**config.mk**
```make
export PLATFORM = sky130hd
export DESIGN_NAME = ram_param_flat
export DESIGN_NICKNAME = d
export VERILOG_FILES = /design/src/rtl/ram_param_if.sv /design/src/rtl/ram_param.sv /design/src/flat_wrapper.sv
export SDC_FILE = /design/constraint.sdc
export NUM_CORES = 1
export LEC_CHECK = 0
export ABC_AREA = 1
export CAP_MARGIN = 20
export CELL_PAD_IN_SITES_DETAIL_PLACEMENT = 1
export CELL_PAD_IN_SITES_GLOBAL_PLACEMENT = 2
export CORE_MARGIN = 2
export CORE_UTILIZATION = 44
export CTS_BUF_LIST = sky130_fd_sc_hd__clkbuf_8
export DETAILED_ROUTE_END_ITERATION = 10
export PLACE_DENSITY = 0.86
export SYNTH_ARGS = -nofsm -noshare
export SYNTH_HDL_FRONTEND = slang
export SYNTH_SLANG_ARGS = --single-unit
```
**constraint.sdc**
```tcl
create_clock -name clk -period 2.5 [get_ports clk]
set_input_delay 0.5 -clock clk [delete_from_list [all_inputs] [get_ports clk]]
set_output_delay 0.5 -clock clk [all_outputs]
set_load 0.01 [all_outputs]
```
**src/rtl/ram_param_if.sv**
```systemverilog
// Bus bundle for ram_param: access request from the datapath and registered read/status back.
interface ram_param_if #(
  parameter int unsigned DATA_W = 8,
  parameter int unsigned ADDR_W = 5
);
  logic [DATA_W-1:0] data;
  logic [ADDR_W-1:0] addr;
  logic              we;
  logic              re;
  logic              clr;
  logic [DATA_W-1:0] q;
  logic              q_valid;
  logic              busy;
  logic              err;

  modport master (
    output data, addr, we, re, clr,
    input  q, q_valid, busy, err
  );

  modport slave (
    input  data, addr, we, re, clr,
    output q, q_valid, busy, err
  );
endinterface

```
**src/rtl/ram_param.sv**
```systemverilog
// Parametrised single-port RAM with a registered read port and a clear sequencer
// that fills every word with CLR_VAL after reset or on request.
module ram_param #(
  parameter int unsigned       DATA_W   = 8,
  parameter int unsigned       ADDR_W   = 5,
  parameter int unsigned       DEPTH    = 32,
  parameter int unsigned       RDW_MODE = 0,
  parameter logic [DATA_W-1:0] CLR_VAL  = '0
) (
  input  logic        clk,
  input  logic        rst,
  ram_param_if.slave  bus
);
  localparam int unsigned      CNT_W = (DEPTH > 1) ? $clog2(DEPTH) : 1;
  localparam logic [CNT_W-1:0] LAST  = CNT_W'(DEPTH - 1);

  typedef enum logic {CLEAR, IDLE} state_t;

  state_t            state, state_nxt;
  logic [CNT_W-1:0]  clr_cnt, clr_cnt_nxt;
  logic [DATA_W-1:0] mem [DEPTH];
  logic [CNT_W-1:0]  idx;
  logic              idle;
  logic              in_range;
  logic              wr_ok;

  assign idle     = (state == IDLE);
  assign idx      = bus.addr[CNT_W-1:0];
  // Zero-extended compare keeps DEPTH == 2**ADDR_W from overflowing the address width.
  assign in_range = ({1'b0, bus.addr} < (ADDR_W + 1)'(DEPTH));
  assign wr_ok    = idle && bus.we && in_range;
  assign bus.busy = (state == CLEAR);

  always_ff @(posedge clk or posedge rst) begin
    if (rst) begin
      state   <= CLEAR;
      clr_cnt <= '0;
    end else begin
      state   <= state_nxt;
      clr_cnt <= clr_cnt_nxt;
    end
  end

  always_comb begin
    state_nxt   = state;
    clr_cnt_nxt = clr_cnt;
    case (state)
      CLEAR: begin
        clr_cnt_nxt = clr_cnt + CNT_W'(1);
        if (clr_cnt == LAST) begin
          state_nxt   = IDLE;
          clr_cnt_nxt = '0;
        end
      end
      IDLE: begin
        if (bus.clr) begin
          state_nxt   = CLEAR;
          clr_cnt_nxt = '0;
        end
      end
      default: begin
        state_nxt   = CLEAR;
        clr_cnt_nxt = '0;
      end
    endcase
  end

  // Array has no reset; while rst is held the sequencer just rewrites word 0.
  always_ff @(posedge clk) begin
    if (state == CLEAR) begin
      mem[clr_cnt] <= CLR_VAL;
    end else if (wr_ok) begin
      mem[idx] <= bus.data;
    end
  end

  always_ff @(posedge clk or posedge rst) begin
    if (rst) begin
      bus.q       <= '0;
      bus.q_valid <= 1'b0;
      bus.err     <= 1'b0;
    end else begin
      bus.q_valid <= 1'b0;
      bus.err     <= 1'b0;
      if (idle) begin
        if ((bus.we || bus.re) && !in_range) begin
          bus.err <= 1'b1;
        end
        if (bus.re) begin
          bus.q_valid <= 1'b1;
          if (!in_range) begin
            bus.q <= CLR_VAL;
          end else if ((RDW_MODE != 0) && bus.we) begin
            bus.q <= bus.data;
          end else begin
            bus.q <= mem[idx];
          end
        end
      end
    end
  end
endmodule

```
**src/flat_wrapper.sv**
```systemverilog
// flat-port wrapper written by rule: the top's interface ports become plain ports
module ram_param_flat 
#(
  parameter int unsigned       DATA_W   = 8,
  parameter int unsigned       ADDR_W   = 5,
  parameter int unsigned       DEPTH    = 32,
  parameter int unsigned       RDW_MODE = 0,
  parameter logic [DATA_W-1:0] CLR_VAL  = '0
)
  (clk, rst, bus_data, bus_addr, bus_we, bus_re, bus_clr, bus_q, bus_q_valid, bus_busy, bus_err);
  ram_param_if #(.DATA_W(DATA_W), .ADDR_W(ADDR_W)) bus_i ();
  input  logic clk;
  input  logic rst;
  input wire logic [$bits(bus_i.data)-1:0] bus_data;
  input wire logic [$bits(bus_i.addr)-1:0] bus_addr;
  input wire logic [$bits(bus_i.we)-1:0] bus_we;
  input wire logic [$bits(bus_i.re)-1:0] bus_re;
  input wire logic [$bits(bus_i.clr)-1:0] bus_clr;
  output wire logic [$bits(bus_i.q)-1:0] bus_q;
  output wire logic [$bits(bus_i.q_valid)-1:0] bus_q_valid;
  output wire logic [$bits(bus_i.busy)-1:0] bus_busy;
  output wire logic [$bits(bus_i.err)-1:0] bus_err;
  assign bus_i.data = bus_data;
  assign bus_i.addr = bus_addr;
  assign bus_i.we = bus_we;
  assign bus_i.re = bus_re;
  assign bus_i.clr = bus_clr;
  assign bus_q = bus_i.q;
  assign bus_q_valid = bus_i.q_valid;
  assign bus_busy = bus_i.busy;
  assign bus_err = bus_i.err;
  ram_param #(.DATA_W(DATA_W), .ADDR_W(ADDR_W), .DEPTH(DEPTH), .RDW_MODE(RDW_MODE), .CLR_VAL(CLR_VAL)) u_core (.clk(clk), .rst(rst), .bus(bus_i));
endmodule
```
Yosys cells after proc, flatten, opt, wreduce, memory -nomap -nowiden
Memory sizes are Yosys's and may differ from the RTL's. A register that Yosys moved wholly into a read port is not among the register bits.
Index checks and enable logic that the tools add are counted.
{"block": "totals", "mem_count": 1, "input_bits": 18, "reg_bits": 7, "wordCells": 26, "mem_bits_rw": 256, "output_inout_bits": 11}
{"memory": "u_core.mem", "words": 32, "word_bits": 8, "read_ports": 1, "rd_clocked_by_memory_dff": 1, "write_ports": 1, "line": "ram_param.sv:21", "text": "logic [DATA_W-1:0] mem [DEPTH];"}
{"block": "classes", "n_mux": 15, "n_bitwise": 1, "reduce_logical": 3, "n_eq_ne": 2, "add_sub_neg": 1}
{"operator": "5-bit two-way mux", "count": 3}
{"operator": "5-bit one-hot mux with 2 select lines", "count": 1}
{"operator": "1-bit two-way mux", "count": 9}
{"operator": "8-bit two-way mux", "count": 1}
{"operator": "8-bit OR reduction", "count": 1}
{"operator": "5-bit by 1-bit adder with 5-bit output, second input constant", "count": 1}
{"operator": "5-bit == test, second input constant", "count": 1}
{"operator": "2-bit != test, second input constant", "count": 1}
{"operator": "1-bit one-hot mux with 2 select lines", "count": 1}
{"operator": "2-bit AND reduction", "count": 1}
{"operator": "1-bit logical AND", "count": 1}
{"operator": "1-bit inverter", "count": 1}

Longest topological paths before layout
{"block": "depth", "depth_word": 6, "depth_mapped": 11, "mapped_depth_nobuf": 9}

Least setup slack after synthesis
No wires, ideal clock.
{"block": "synth_timing", "path_kind": "in2reg", "startpoint": "input bus_addr[2]", "endpoint": "memory u_core.mem[23][0], enable pin", "setup_ns": 0.370, "required_time_ns": 2.130, "arrival_ns": 1.609, "path_slack_ns": 0.521, "stages": 5, "path_buffers": 1, "cell_sequence": "clkbuf_1 > inv_1 > o21ai_1 > nand2_1 > nor2_1"}
{"block": "synth_between", "elab_chain_len": 1}
{"element": "start: declaration", "line": "flat_wrapper.sv:15", "text": "input wire logic [$bits(bus_i.addr)-1:0] bus_addr;"}
{"element": "5-bit two-way mux (no source line)"}
{"element": "end: declaration", "line": "ram_param.sv:21"}
Every way passes these cells.

Worst setup path after layout
{"block": "layout_timing", "startpoint": "register u_core.state, in the netlist u_core.idle", "endpoint": "output bus_busy"}
{"block": "layout_between", "elab_chain_len": 1}
{"element": "start: declaration", "line": "ram_param.sv:19", "text": "state_t state, state_nxt;"}
{"element": "start signal: assignment", "line": "ram_param.sv:39", "text": "state <= state_nxt;"}
{"element": "1-bit inverter", "line": "ram_param.sv:32", "text": "assign bus.busy = (state == CLEAR);"}
{"element": "end: declaration", "line": "flat_wrapper.sv:21", "text": "output wire logic [$bits(bus_i.busy)-1:0] bus_busy;"}
Every way passes these cells.

==> results by group <==
Run status
  – Run status: finished, final reports clean

Job
  – Count of maximum capacitance violations: 0

Setup path
  – Type of element launching the critical path: flop
  – Category of the most critical setup path: reg -> out
  – Crit. End Element: output pin
  – Buf/Inv on CP: 2
  – Largest incremental delay on the critical path: 0.57 ns
  – Highest net fanout along the worst path: 5
  – Gate family responsible for the most delay along the worst path: buffers and inverters
  – Worst path required time: 2.00 ns
  – Arrival time of the worst setup path: 1.73 ns
  – Slowest cell on the critical path: clkdlybuf4s50_1
  – Cells traversed along the worst timing path: inv_1 > clkdlybuf4s50_1

Power
  – Pwr Density: 909 nW/um2
  – Peak supply drop: 0.510 mV
  – Standby leakage power: 5.04 nW

Routing
  – DR iter-0 viols: 522
  – DRT antenna net count: 0
  – Remaining design rule violation count: 0
  – Detail-routed via count per cell: 5.36
  – Length of the first detailed-routing pass in iterations: 5
  – Vias after detailed routing: 7683
  – Final wirelength: 31100 um
  – Detailed-route wire length per cell: 21.7 um

Die
  – Core Footprint: 25000 um2
  – Height of the die: 163 um
  – Horizontal die dimension: 163 um
  – Io pins: 29
  – Initial core utilization: 44.7%
  – Die area: 26700 um2
  – Core Rows: 58

Clock network
  – Clock-pin slew reported for the worst setup and hold paths after clock tree synthesis: 0.07 ns
  – Count of hold-fix buffers inserted at cts: 0
  – H-tree lvl count: 2
  – Buffers inserted during post-CTS setup optimization: 0
  – Master cell of the clock root buffer: clkbuf_8
  – Maximum clock insertion buffer count: 3
  – TritonCTS Sinks: 271
  – Number of buffers inserted during clock tree synthesis: 42
  – Resized cells post-CTS: 0
  – Later-pin clock latency in the skew report: 0.53 ns
  – TritonCTS clock tree: done

Logic synthesis
  – Sequential-to-total area share from yosys stat: 72.1%
  – Count of state elements after synthesis: 271
  – Post-Synthesis Cells: 992
  – Number of warnings reported in the yosys synthesis log: 0
  – Cell area after technology mapping: 11200 um2
  – Average instance area after synthesis: 11.3 um2
  – Synth unique cells: 24
  – Net count after synthesis: 1012

Layout
  – Final net count: 1095
  – Area added between synthesis and finish: 15.8%
  – Post-route non-filler standard cell count: 1434
  – Filler Cells Inserted: 2658
  – Fraction of layout cells with a size suffix above 1: 12.0%
  – Antenna diode instance count: 0

Timing
  – Number of slew-limit violations in the final report: 0
  – # setup viols final: 0
  – Worst max-slew margin expressed relative to the limit: 59.2%
  – Count of final hold-check violations: 0
  – Worst setup skew after layout: 0.0121 ns
  – Top achievable clock speed: 449 MHz
  – Worst-margin pin slew: 0.611 ns
  – Final worst path period need: 2.23 ns
  – Fin crit share: 89.0%
  – Final worst hold slack: 0.337 ns
  – RSZ-0062 raised after global routing: no

Global routing
  – Global-route wire length before repair: 46900 um
  – Number of global-route vias before repair: 7921
  – Global routing usage summed across all routing layers: 24.1%
  – Pin count of the biggest net entering global routing: 89
  – Remaining Overflow, GRT: 0
  – Initial antenna violation count: 0

Placement
  – Number of I/O port buffers: 27
  – DP HPWL: 20000 um
  – Placed Cells incl. Taps: 1361
  – Last weighted congestion value of the routability-driven placer: 0.825

Hold path
  – Classification of the worst-slack hold path: in -> async
[layout by cell type (no fill, tap or decap), drive strengths merged, types with 2 or more instances in the layout]
cell,Yosys,layout
nand2,355,355
edfxtp,256,256
nand3,220,220
buf,44,68
nor2,46,46
inv,26,45
clkbuf,10,44
clkdlybuf4s50,0,25
dfrtp,15,15
clkinv,1,11
o21ai,9,9
or2,2,2
ha,2,2
[Yosys cell counts (all sizes together)]
cell type / instances / area (um2)
nand2: 355 / 1340
edfxtp: 256 / 7690
nand3: 220 / 1100
nor2: 46 / 173
buf: 44 / 252
inv: 26 / 97.6
dfrtp: 15 / 375
clkbuf: 10 / 37.5
o21ai: 9 / 48.8
ha: 2 / 25.0
or2: 2 / 12.5
a21oi: 1 / 5.00
clkinv: 1 / 3.75
conb: 1 / 3.75
nor3: 1 / 5.00
o22ai: 1 / 6.26
o2bb2ai: 1 / 8.76
xor2: 1 / 8.76
[per-stage QoR]
step	area (um2)	utilization [%]	power [mW]	TNS, ns	setup slack (ns)
after floorplan	11200	-	7.25	0	0.521
after global placement	12200	48.8	8.51	0	0.0248
after detailed placement	12200	48.8	8.62	-0.118	-0.0149
after CTS	13000	51.7	11.9	0	0.264
after global routing	13000	51.7	12.3	0	0.194
final	13000	51.7	11.8	0	0.275
[final timing paths]
kind / from / end / slack (ns) / cells after the start
worst max register to register: u_core.idle / u_core.mem[27][3] / 0.48 / 8
max in group asynchronous: rst / u_core.clr_cnt[3] / 1.77 / 2
min in group clk: u_core.bus.q[7] / u_core.bus.q[7] / 0.48 / 2
worst min register to register: u_core.bus.q[7] / u_core.bus.q[7] / 0.48 / 2
worst min-delay path: rst / u_core.bus.q[3] / 0.34 / 2
worst max-delay path: u_core.idle / bus_busy / 0.27 / 2
[kinds of logic (layout without fill, tap and decap cells)]
family / count (synthesis) / after routing / share of synthesized area [%]
flip-flops: 271 / 271 / 72.1
AO/OA/AOI/OAI: 12 / 12 / 0.615
adder cells (fa/ha/maj): 2 / 2 / 0.224
other: 1 / 1 / 0.0335
AND/OR/NAND/NOR: 624 / 624 / 23.5
buffers and inverters: 81 / 193 / 3.49
XOR/XNOR: 1 / 1 / 0.0783
[per-layer routing]
metal	up-vias	GRT usage, %	routed length [um]	share of wire [%]
li1	3588	-	-	-
met1	3833	30.9	12700	41
met3	51	3.48	1630	5.2
met2	211	42.5	16100	52
met4	0	7.24	701	2.3
met5	-	0	0	0
[power breakdown]
| part | leakage [nW] | internal (mW) | switching, mW |
|---|---|---|---|
| Clock | 0.442 | 1.63 | 1.63 |
| Combinational | 2.03 | 0.812 | 1.72 |
| Sequential | 2.57 | 5.77 | 0.216 |
[registers in the layout, summed over array words and instances (netlist names)]
name,cells
u_core.mem,256
u_core.bus.q_valid,1
u_core.bus.q,8
u_core.idle,1
u_core.clr_cnt,5
[final cells by class]
class,count,area (um2),area share (%)
Clock buffer,44,606,4.67
Clock inverter,29,123,0.946
Inverter,27,103,0.792
Multi-Input combinational cell,640,2750,21.2
Sequential cell,271,8060,62.2
Timing Repair Buffer,93,896,6.92
Tap cell,330,413,3.19
[worst reg2reg max path, cell delays in order, from the launching register on]
cell and delay, ns:
dfrtp_1 0.45, nand2_2 0.19, o21ai_1 0.25, inv_1 0.09, nor2_1 0.11, buf_4 0.12
nand2_1 0.17, nor2_1 0.17, buf_4 0.18
Note: power is estimated with default switching activity, not from simulation.
